<file path="src/rtl/slot_tracker_pkg.sv">
// Shared width helpers and a one-hot decoder for the slot tracker.
package slot_tracker_pkg;

    // Widest slot count the one-hot helper supports.
    localparam int unsigned MAX_W = 1024;

    function automatic int unsigned idx_width(int unsigned w);
        return (w > 1) ? $clog2(w) : 1;
    endfunction

    function automatic int unsigned cnt_width(int unsigned w);
        return $clog2(w + 1);
    endfunction

    function automatic logic [MAX_W-1:0] onehot(int unsigned idx);
        return MAX_W'(1) << idx;
    endfunction

endpackage

</file>
<file path="src/rtl/slot_tracker_if.sv">
// Alloc/free handshake and status bundle of the slot tracker.
interface slot_tracker_if #(
    parameter int unsigned W = 32
);
    import slot_tracker_pkg::*;

    localparam int unsigned IW = idx_width(W);
    localparam int unsigned CW = cnt_width(W);

    logic          alloc_vld_i;
    logic          alloc_rdy_o;
    logic [IW-1:0] alloc_idx_o;
    logic          free_vld_i;
    logic [IW-1:0] free_idx_i;
    logic [W-1:0]  occ_o;
    logic [CW-1:0] count_o;
    logic          full_o;
    logic          empty_o;
    logic          err_o;

    modport master (
        output alloc_vld_i, free_vld_i, free_idx_i,
        input  alloc_rdy_o, alloc_idx_o, occ_o, count_o, full_o, empty_o, err_o
    );

    modport slave (
        input  alloc_vld_i, free_vld_i, free_idx_i,
        output alloc_rdy_o, alloc_idx_o, occ_o, count_o, full_o, empty_o, err_o
    );

endinterface

</file>
<file path="src/rtl/slot_tracker_search.sv">
// Combinational circular first-zero search starting at start_i, wrapping upward.
module slot_tracker_search import slot_tracker_pkg::*; #(
    parameter  int unsigned W  = 32,
    localparam int unsigned IW = idx_width(W)
) (
    input  logic [W-1:0]  vec_i,
    input  logic [IW-1:0] start_i,
    output logic [W-1:0]  onehot_o,
    output logic [IW-1:0] idx_o,
    output logic          any_o
);

    logic [W-1:0] rot;
    logic [W-1:0] pri;

    always_comb begin
        rot = '0;
        for (int i = 0; i < W; i++) begin
            rot[i] = vec_i[IW'(i + int'(start_i))];
        end
        // Lowest zero of rot: ~rot & (rot + 1).
        pri = ~rot & (rot + W'(1));
        any_o = ~&rot;
    end

    always_comb begin
        onehot_o = '0;
        for (int i = 0; i < W; i++) begin
            onehot_o[i] = pri[IW'(i + int'(W) - int'(start_i))];
        end
        idx_o = '0;
        for (int i = 0; i < W; i++) begin
            if (onehot_o[i]) idx_o = IW'(i);
        end
    end

endmodule

</file>
<file path="src/rtl/slot_tracker.sv">
// Slot occupancy bitmap with round-robin allocation and strobe-driven release.
// Optional SLOT_TRACKER_FREE_BYPASS_EN lets a slot freed this cycle be granted this cycle.
module slot_tracker import slot_tracker_pkg::*; #(
    parameter int unsigned W = 32
) (
    input logic           clk,
    input logic           rst_n,
    slot_tracker_if.slave bus
);

    localparam int unsigned IW = idx_width(W);
    localparam int unsigned CW = cnt_width(W);

    typedef logic [IW-1:0] idx_t;
    typedef logic [CW-1:0] cnt_t;

    logic [W-1:0] occ_q, occ_d;
    idx_t         ptr_q, ptr_d;
    cnt_t         count_q, count_d;
    logic         err_q, err_d;

    logic [W-1:0] search_vec;
    logic [W-1:0] grant_oh;
    idx_t         grant_idx;
    logic         grant_any;
    logic         free_hit;
    logic         fire;
    logic         free_ok;

    assign free_hit = |(onehot(32'(bus.free_idx_i)) & MAX_W'(occ_q));

    always_comb begin
        search_vec = occ_q;
`ifdef SLOT_TRACKER_FREE_BYPASS_EN
        if (bus.free_vld_i && free_hit) search_vec[bus.free_idx_i] = 1'b0;
`endif
    end

    slot_tracker_search #(
        .W (W)
    ) u_search (
        .vec_i    (search_vec),
        .start_i  (ptr_q),
        .onehot_o (grant_oh),
        .idx_o    (grant_idx),
        .any_o    (grant_any)
    );

    assign fire    = bus.alloc_vld_i & grant_any;
    assign free_ok = bus.free_vld_i & free_hit;

    always_comb begin
        occ_d   = occ_q;
        ptr_d   = ptr_q;
        count_d = count_q;
        err_d   = err_q | (bus.free_vld_i & ~free_hit);
        // Clear before set so a bypassed same-index alloc+free leaves the bit set.
        if (free_ok) occ_d[bus.free_idx_i] = 1'b0;
        if (fire) begin
            occ_d = occ_d | grant_oh;
            ptr_d = grant_idx + idx_t'(1);
        end
        if (fire && !free_ok) begin
            count_d = count_q + cnt_t'(1);
        end else if (!fire && free_ok) begin
            count_d = count_q - cnt_t'(1);
        end
    end

    always_ff @(posedge clk) begin
        if (!rst_n) begin
            occ_q   <= '0;
            ptr_q   <= '0;
            count_q <= '0;
            err_q   <= 1'b0;
        end else begin
            occ_q   <= occ_d;
            ptr_q   <= ptr_d;
            count_q <= count_d;
            err_q   <= err_d;
        end
    end

    always_ff @(posedge clk) begin
        if (rst_n) begin
            assert (int'(count_q) == $countones(occ_q))
                else $error("slot_tracker: count does not match occupancy");
        end
    end

    assign bus.alloc_rdy_o = grant_any;
    assign bus.alloc_idx_o = grant_idx;
    assign bus.occ_o       = occ_q;
    assign bus.count_o     = count_q;
    assign bus.full_o      = (count_q == cnt_t'(W));
    assign bus.empty_o     = (count_q == '0);
    assign bus.err_o       = err_q;

endmodule

</file>
<file path="src/flat_wrapper.sv">
// flat-port wrapper written by rule: the top's interface ports become plain ports
module slot_tracker_flat import slot_tracker_pkg::*;
#(
    parameter int unsigned W = 32
)
  (clk, rst_n, bus_alloc_vld_i, bus_free_vld_i, bus_free_idx_i, bus_alloc_rdy_o, bus_alloc_idx_o, bus_occ_o, bus_count_o, bus_full_o, bus_empty_o, bus_err_o);
  slot_tracker_if #(.W(W)) bus_i ();
  input logic clk;
  input logic rst_n;
  input wire logic [$bits(bus_i.alloc_vld_i)-1:0] bus_alloc_vld_i;
  input wire logic [$bits(bus_i.free_vld_i)-1:0] bus_free_vld_i;
  input wire logic [$bits(bus_i.free_idx_i)-1:0] bus_free_idx_i;
  output wire logic [$bits(bus_i.alloc_rdy_o)-1:0] bus_alloc_rdy_o;
  output wire logic [$bits(bus_i.alloc_idx_o)-1:0] bus_alloc_idx_o;
  output wire logic [$bits(bus_i.occ_o)-1:0] bus_occ_o;
  output wire logic [$bits(bus_i.count_o)-1:0] bus_count_o;
  output wire logic [$bits(bus_i.full_o)-1:0] bus_full_o;
  output wire logic [$bits(bus_i.empty_o)-1:0] bus_empty_o;
  output wire logic [$bits(bus_i.err_o)-1:0] bus_err_o;
  assign bus_i.alloc_vld_i = bus_alloc_vld_i;
  assign bus_i.free_vld_i = bus_free_vld_i;
  assign bus_i.free_idx_i = bus_free_idx_i;
  assign bus_alloc_rdy_o = bus_i.alloc_rdy_o;
  assign bus_alloc_idx_o = bus_i.alloc_idx_o;
  assign bus_occ_o = bus_i.occ_o;
  assign bus_count_o = bus_i.count_o;
  assign bus_full_o = bus_i.full_o;
  assign bus_empty_o = bus_i.empty_o;
  assign bus_err_o = bus_i.err_o;
  slot_tracker #(.W(W)) u_core (.clk(clk), .rst_n(rst_n), .bus(bus_i));
endmodule
</file>
<file path="config.mk">
export PLATFORM = sky130hd
export DESIGN_NAME = slot_tracker_flat
export DESIGN_NICKNAME = d
export VERILOG_FILES = /design/src/rtl/slot_tracker_pkg.sv /design/src/rtl/slot_tracker_if.sv /design/src/rtl/slot_tracker_search.sv /design/src/rtl/slot_tracker.sv /design/src/flat_wrapper.sv
export SDC_FILE = /design/constraint.sdc
export NUM_CORES = 1
export LEC_CHECK = 0
export CAP_MARGIN = 5
export CORE_ASPECT_RATIO = 1.2
export CORE_MARGIN = 2
export CORE_UTILIZATION = 58
export CTS_BUF_LIST = sky130_fd_sc_hd__clkbuf_8
export CTS_CLUSTER_DIAMETER = 100
export DETAILED_ROUTE_END_ITERATION = 16
export MAX_ROUTING_LAYER = met4
export PLACE_DENSITY_LB_ADDON = 0.12
export SLEW_MARGIN = 20
export SYNTH_ARGS = -nofsm -noshare
export SYNTH_HDL_FRONTEND = slang
export SYNTH_SLANG_ARGS = --single-unit
</file>
<file path="constraint.sdc">
create_clock -name clk -period 7.85 [get_ports clk]
set_input_delay 0.785 -clock clk [delete_from_list [all_inputs] [get_ports clk]]
set_output_delay 0.785 -clock clk [all_outputs]
set_load 0.1 [all_outputs]
</file>
==> results.cfg <==
[run_status]
result_of_the_run = complete, no violations

[cts]
cts_root_buffer = sky130_fd_sc_hd__clkbuf_8
clock_insertion_delay_worst_skew_ps = 300
ctsLongestPathBuffers = 2
cts-resized-gates = 0
cts_num_sinks = 44
cts.repair_timing.setup_buffer_count = 0
cts_hold_buf = 0
clkTransAtPathRegs_ps = 90
cts_tree = done
cts_inserted_buffers = 5
cts.htree.levels = 2

[yosys]
syn_area_per_cell_um2 = 8.58
yosysWarnings = 0
syn-cell-area_um2 = 10300
asyncSetResetFlopFracSynth_pct = 0
post_synth_top_flop = sky130_fd_sc_hd__dfxtp_1
synth-edff-count = 0
ys_ff_latch = 44
synth.net_count = 1227
synth.lib_cells_used.distinct = 108
post_synth_inst_count = 1197
share_of_synthesized_area_occupied_by_flip_flops_and_latches_pct = 8.58

[worst_setup_path]
path_max_fanout = 103
worst_setup_path_start_kind = flop
crit_type = flop to output pin
worstPathCellList = buf_12 > ha_1 > xor2_2 > mux2i_1 > mux4_2 > nor3_1 > nand4_4 > or4_1 > a211oi_1 > a211o_1 > a21oi_1 > a31oi_1 > nor4_1 > nand4_1 > buf_12
cp-end-kind = output pin
critical-path-top-delay-family = simple AND/OR/NAND/NOR gates
critPathBufInv = 2
timing.critical_path.slowest_cell_delay_ps = 680
cp.required_ps = 7070
critPathArrivalTime_ps = 6470
cp-startpoint = u_core.ptr_q[1]
worst_path_max_delay_cell = sky130_fd_sc_hd__or4_1
r2r-start = u_core.ptr_q[1]
cp_common_cell = sky130_fd_sc_hd__buf_12

[drt]
drtIter0Drc = 1512
vias_per_cell = 7.92
route.antenna.remaining_nets = 0
num_vias = 11200
drtPass1Iterations = 6
route.final.wire_length_mm = 41.4
drc = 0
wl_per_cell_um = 29.3

[floorplanning]
die_h_um = 150
fp.dieArea_um2 = 18800
placement_rows = 53
num_io_pins = 56
floorplan.core_area_um2 = 17400
die_width_um = 125
initial_core_util_pct = 58.9

[global_routing]
first_global_vias = 10400
met3_routing_resource_usage_after_global_routing_pct = 6.90
grt_max_degree = 104
top_usage_layer = met2
globalRouteOverflowTotal = 0
global_route.usage.met2_pct = 69.3
global_route.usage.total_pct = 44.9
grt_first_pass_wirelength_mm = 63.3
grt_antenna_before_repair = 0
grt.met1_usage_pct = 55.2

[timing]
fin_worst_skew_ps = 6.29
relative_slew_slack_pct = 26.7
final_hold_viol_count = 0
rsz0062_at_grt = false
achievable-frequency_ghz = 0.138
worst-slew-pin-transition_ps = 1090
slew_violations = 0
setup-violations-final = 0
timing.setup.tns_ps = 0
finalCritPeriodShare_pct = 92.4
final_period_minus_worst_setup_slack_ps = 7250

[finish]
final_cell_area_um2 = 11000
layout-drive-gt1-share_pct = 18.2
antenna-diode-count = 0
final_nets = 1221
flow.area_growth_from_synthesis_pct = 7.00

[min_path]
hold_path_startpoint = u_core.bus.err_o
timing.hold.worst.class = flop to flop

[place]
placement.io_buffers = 55
hpwl_mm = 30.7
globalplace.congestion = 1.14
placed_area_um2 = 10900

[power_and_ir_drop]
cellPowerDensity_nw_per_um2 = 499
power.ir.vdd_worst_uv = 443
p_leak_uw = 0.00369

[job]
max_cap_violations = 0
[worst paths after layout]
kind / end / slack (ps) / depth (start not counted)
worst max-delay path: bus_alloc_idx_o[4] / 600 / 15
worst min-delay path: u_core.bus.err_o / 510 / 2
worst max register to register: u_core.bus.count_o[5] / 1080 / 21
worst min register to register: u_core.bus.err_o / 510 / 2
[cell usage after synthesis (9+ instances only)]
library cell / n / area, µm²
sky130_fd_sc_hd__clkbuf_1: 49 / 184
sky130_fd_sc_hd__nor3_1: 41 / 205
sky130_fd_sc_hd__a21o_1: 10 / 75.1
sky130_fd_sc_hd__nand4_1: 33 / 206
sky130_fd_sc_hd__buf_1: 9 / 33.8
sky130_fd_sc_hd__a21oi_1: 74 / 370
sky130_fd_sc_hd__nand3_1: 39 / 195
sky130_fd_sc_hd__dfxtp_1: 44 / 881
sky130_fd_sc_hd__inv_1: 17 / 63.8
sky130_fd_sc_hd__o211ai_1: 16 / 120
sky130_fd_sc_hd__buf_2: 19 / 95.1
sky130_fd_sc_hd__mux4_1: 17 / 447
sky130_fd_sc_hd__mux4_2: 80 / 1800
sky130_fd_sc_hd__o21ai_0: 70 / 350
sky130_fd_sc_hd__a22oi_1: 16 / 120
sky130_fd_sc_hd__a211oi_1: 14 / 105
sky130_fd_sc_hd__nor4_1: 10 / 62.6
sky130_fd_sc_hd__nor2_1: 60 / 225
sky130_fd_sc_hd__nand2_1: 98 / 368
sky130_fd_sc_hd__mux2i_1: 65 / 651
sky130_fd_sc_hd__a21boi_0: 33 / 248
sky130_fd_sc_hd__a221oi_1: 9 / 78.8
sky130_fd_sc_hd__o31ai_1: 12 / 90.1
sky130_fd_sc_hd__a31oi_1: 15 / 93.8
sky130_fd_sc_hd__xnor2_1: 42 / 368
sky130_fd_sc_hd__mux2_2: 35 / 394
sky130_fd_sc_hd__or3_1: 13 / 81.3
sky130_fd_sc_hd__nor2b_1: 13 / 81.3
sky130_fd_sc_hd__and2_1: 23 / 144
sky130_fd_sc_hd__ha_1: 20 / 250
[layout by cell type, fill, tap and decap left out, types with 12 or more instances in the layout]
cell type                         instances
sky130_fd_sc_hd__mux2_2                  35
sky130_fd_sc_hd__or3_1                   13
sky130_fd_sc_hd__o211ai_1                16
sky130_fd_sc_hd__a31oi_1                 15
sky130_fd_sc_hd__a21boi_0                32
sky130_fd_sc_hd__dfxtp_1                 40
sky130_fd_sc_hd__inv_1                   15
sky130_fd_sc_hd__nand3_1                 39
sky130_fd_sc_hd__mux2i_1                 65
sky130_fd_sc_hd__buf_4                   27
sky130_fd_sc_hd__nor3_1                  41
sky130_fd_sc_hd__and2_1                  23
sky130_fd_sc_hd__mux4_2                  80
sky130_fd_sc_hd__mux4_1                  17
sky130_fd_sc_hd__nand2_1                 97
sky130_fd_sc_hd__nand4_1                 33
sky130_fd_sc_hd__nor2_1                  60
sky130_fd_sc_hd__o21ai_0                 70
sky130_fd_sc_hd__clkdlybuf4s50_1         49
sky130_fd_sc_hd__a22oi_1                 16
sky130_fd_sc_hd__a211oi_1                14
sky130_fd_sc_hd__o31ai_1                 12
sky130_fd_sc_hd__ha_1                    19
sky130_fd_sc_hd__a21oi_1                 73
sky130_fd_sc_hd__nor2b_1                 13
sky130_fd_sc_hd__xnor2_1                 41
[registers in the layout (all words and copies together) (netlist names)]
| register | cells |
|---|---|
| u_core.bus.count_o | 6 |
| u_core.bus.err_o | 1 |
| u_core.bus.occ_o | 32 |
| u_core.ptr_q | 5 |
[layer usage]
layer | share of wire [%] | vias up
met3 | 11 | 254
met4 | 8.8 | 0
met5 | 0 | -
met2 | 44 | 876
li1 | - | 4765
met1 | 36 | 5287
[layout make-up]
cell class                      count  area [µm²]
Timing Repair Buffer               82         813
Clock buffer                        5        68.8
Clock inverter                      3        38.8
Sequential cell                    44         891
Inverter                           22        88.8
Multi-Input combinational cell   1036        8810
Tap cell                          220         275
Fill cell                        1529        6460
[logic make-up (layout without fill, tap and decap cells)]
kind of cell    Yosys count  count (layout)  share of synthesized area (%)
simple gates            393             393                           20.7
compound gates          369             369                           24.9
mux                     200             200                           32.5
buf+inv                 117             112                           5.95
xor+xnor                 53              53                           4.74
flops                    44              44                           8.58
fa+ha+maj                21              21                           2.63
[worst register-to-register path, delay by kind of cell, from the launching register on]
family | cells | cell delay, ps
AND/OR/NAND/NOR | 6 | 2170
AO/OA/AOI/OAI | 5 | 830
flip-flops | 1 | 370
multiplexers | 2 | 820
XOR/XNOR | 2 | 740
buffers and inverters | 3 | 790
adder cells (fa/ha/maj) | 3 | 990
[where the power goes]
| group | switching, µW | total [µW] | leakage, µW | internal [µW] |
|---|---|---|---|---|
| logic | 3070 | 4760 | 0.00327 | 1690 |
| registers | 254 | 549 | 0.000362 | 295 |
| clock network | 81.4 | 175 | 0.0000593 | 93.3 |
| total | 3400 | 5490 | 0.00369 | 2080 |
[metrics by stage]
stage	worst slack [ps]	utilization, %	cells	power, µW	hold WS [ps]
floorplan	22.9	-	1197	3920	931
global route	429	63.0	1412	5740	527
finish	598	63.0	1412	5490	508
detailed placement	1090	62.4	1404	5140	480
CTS	751	63.0	1412	5330	503
global placement	1160	62.4	1404	5110	473
(Power assumes the default switching activity.)
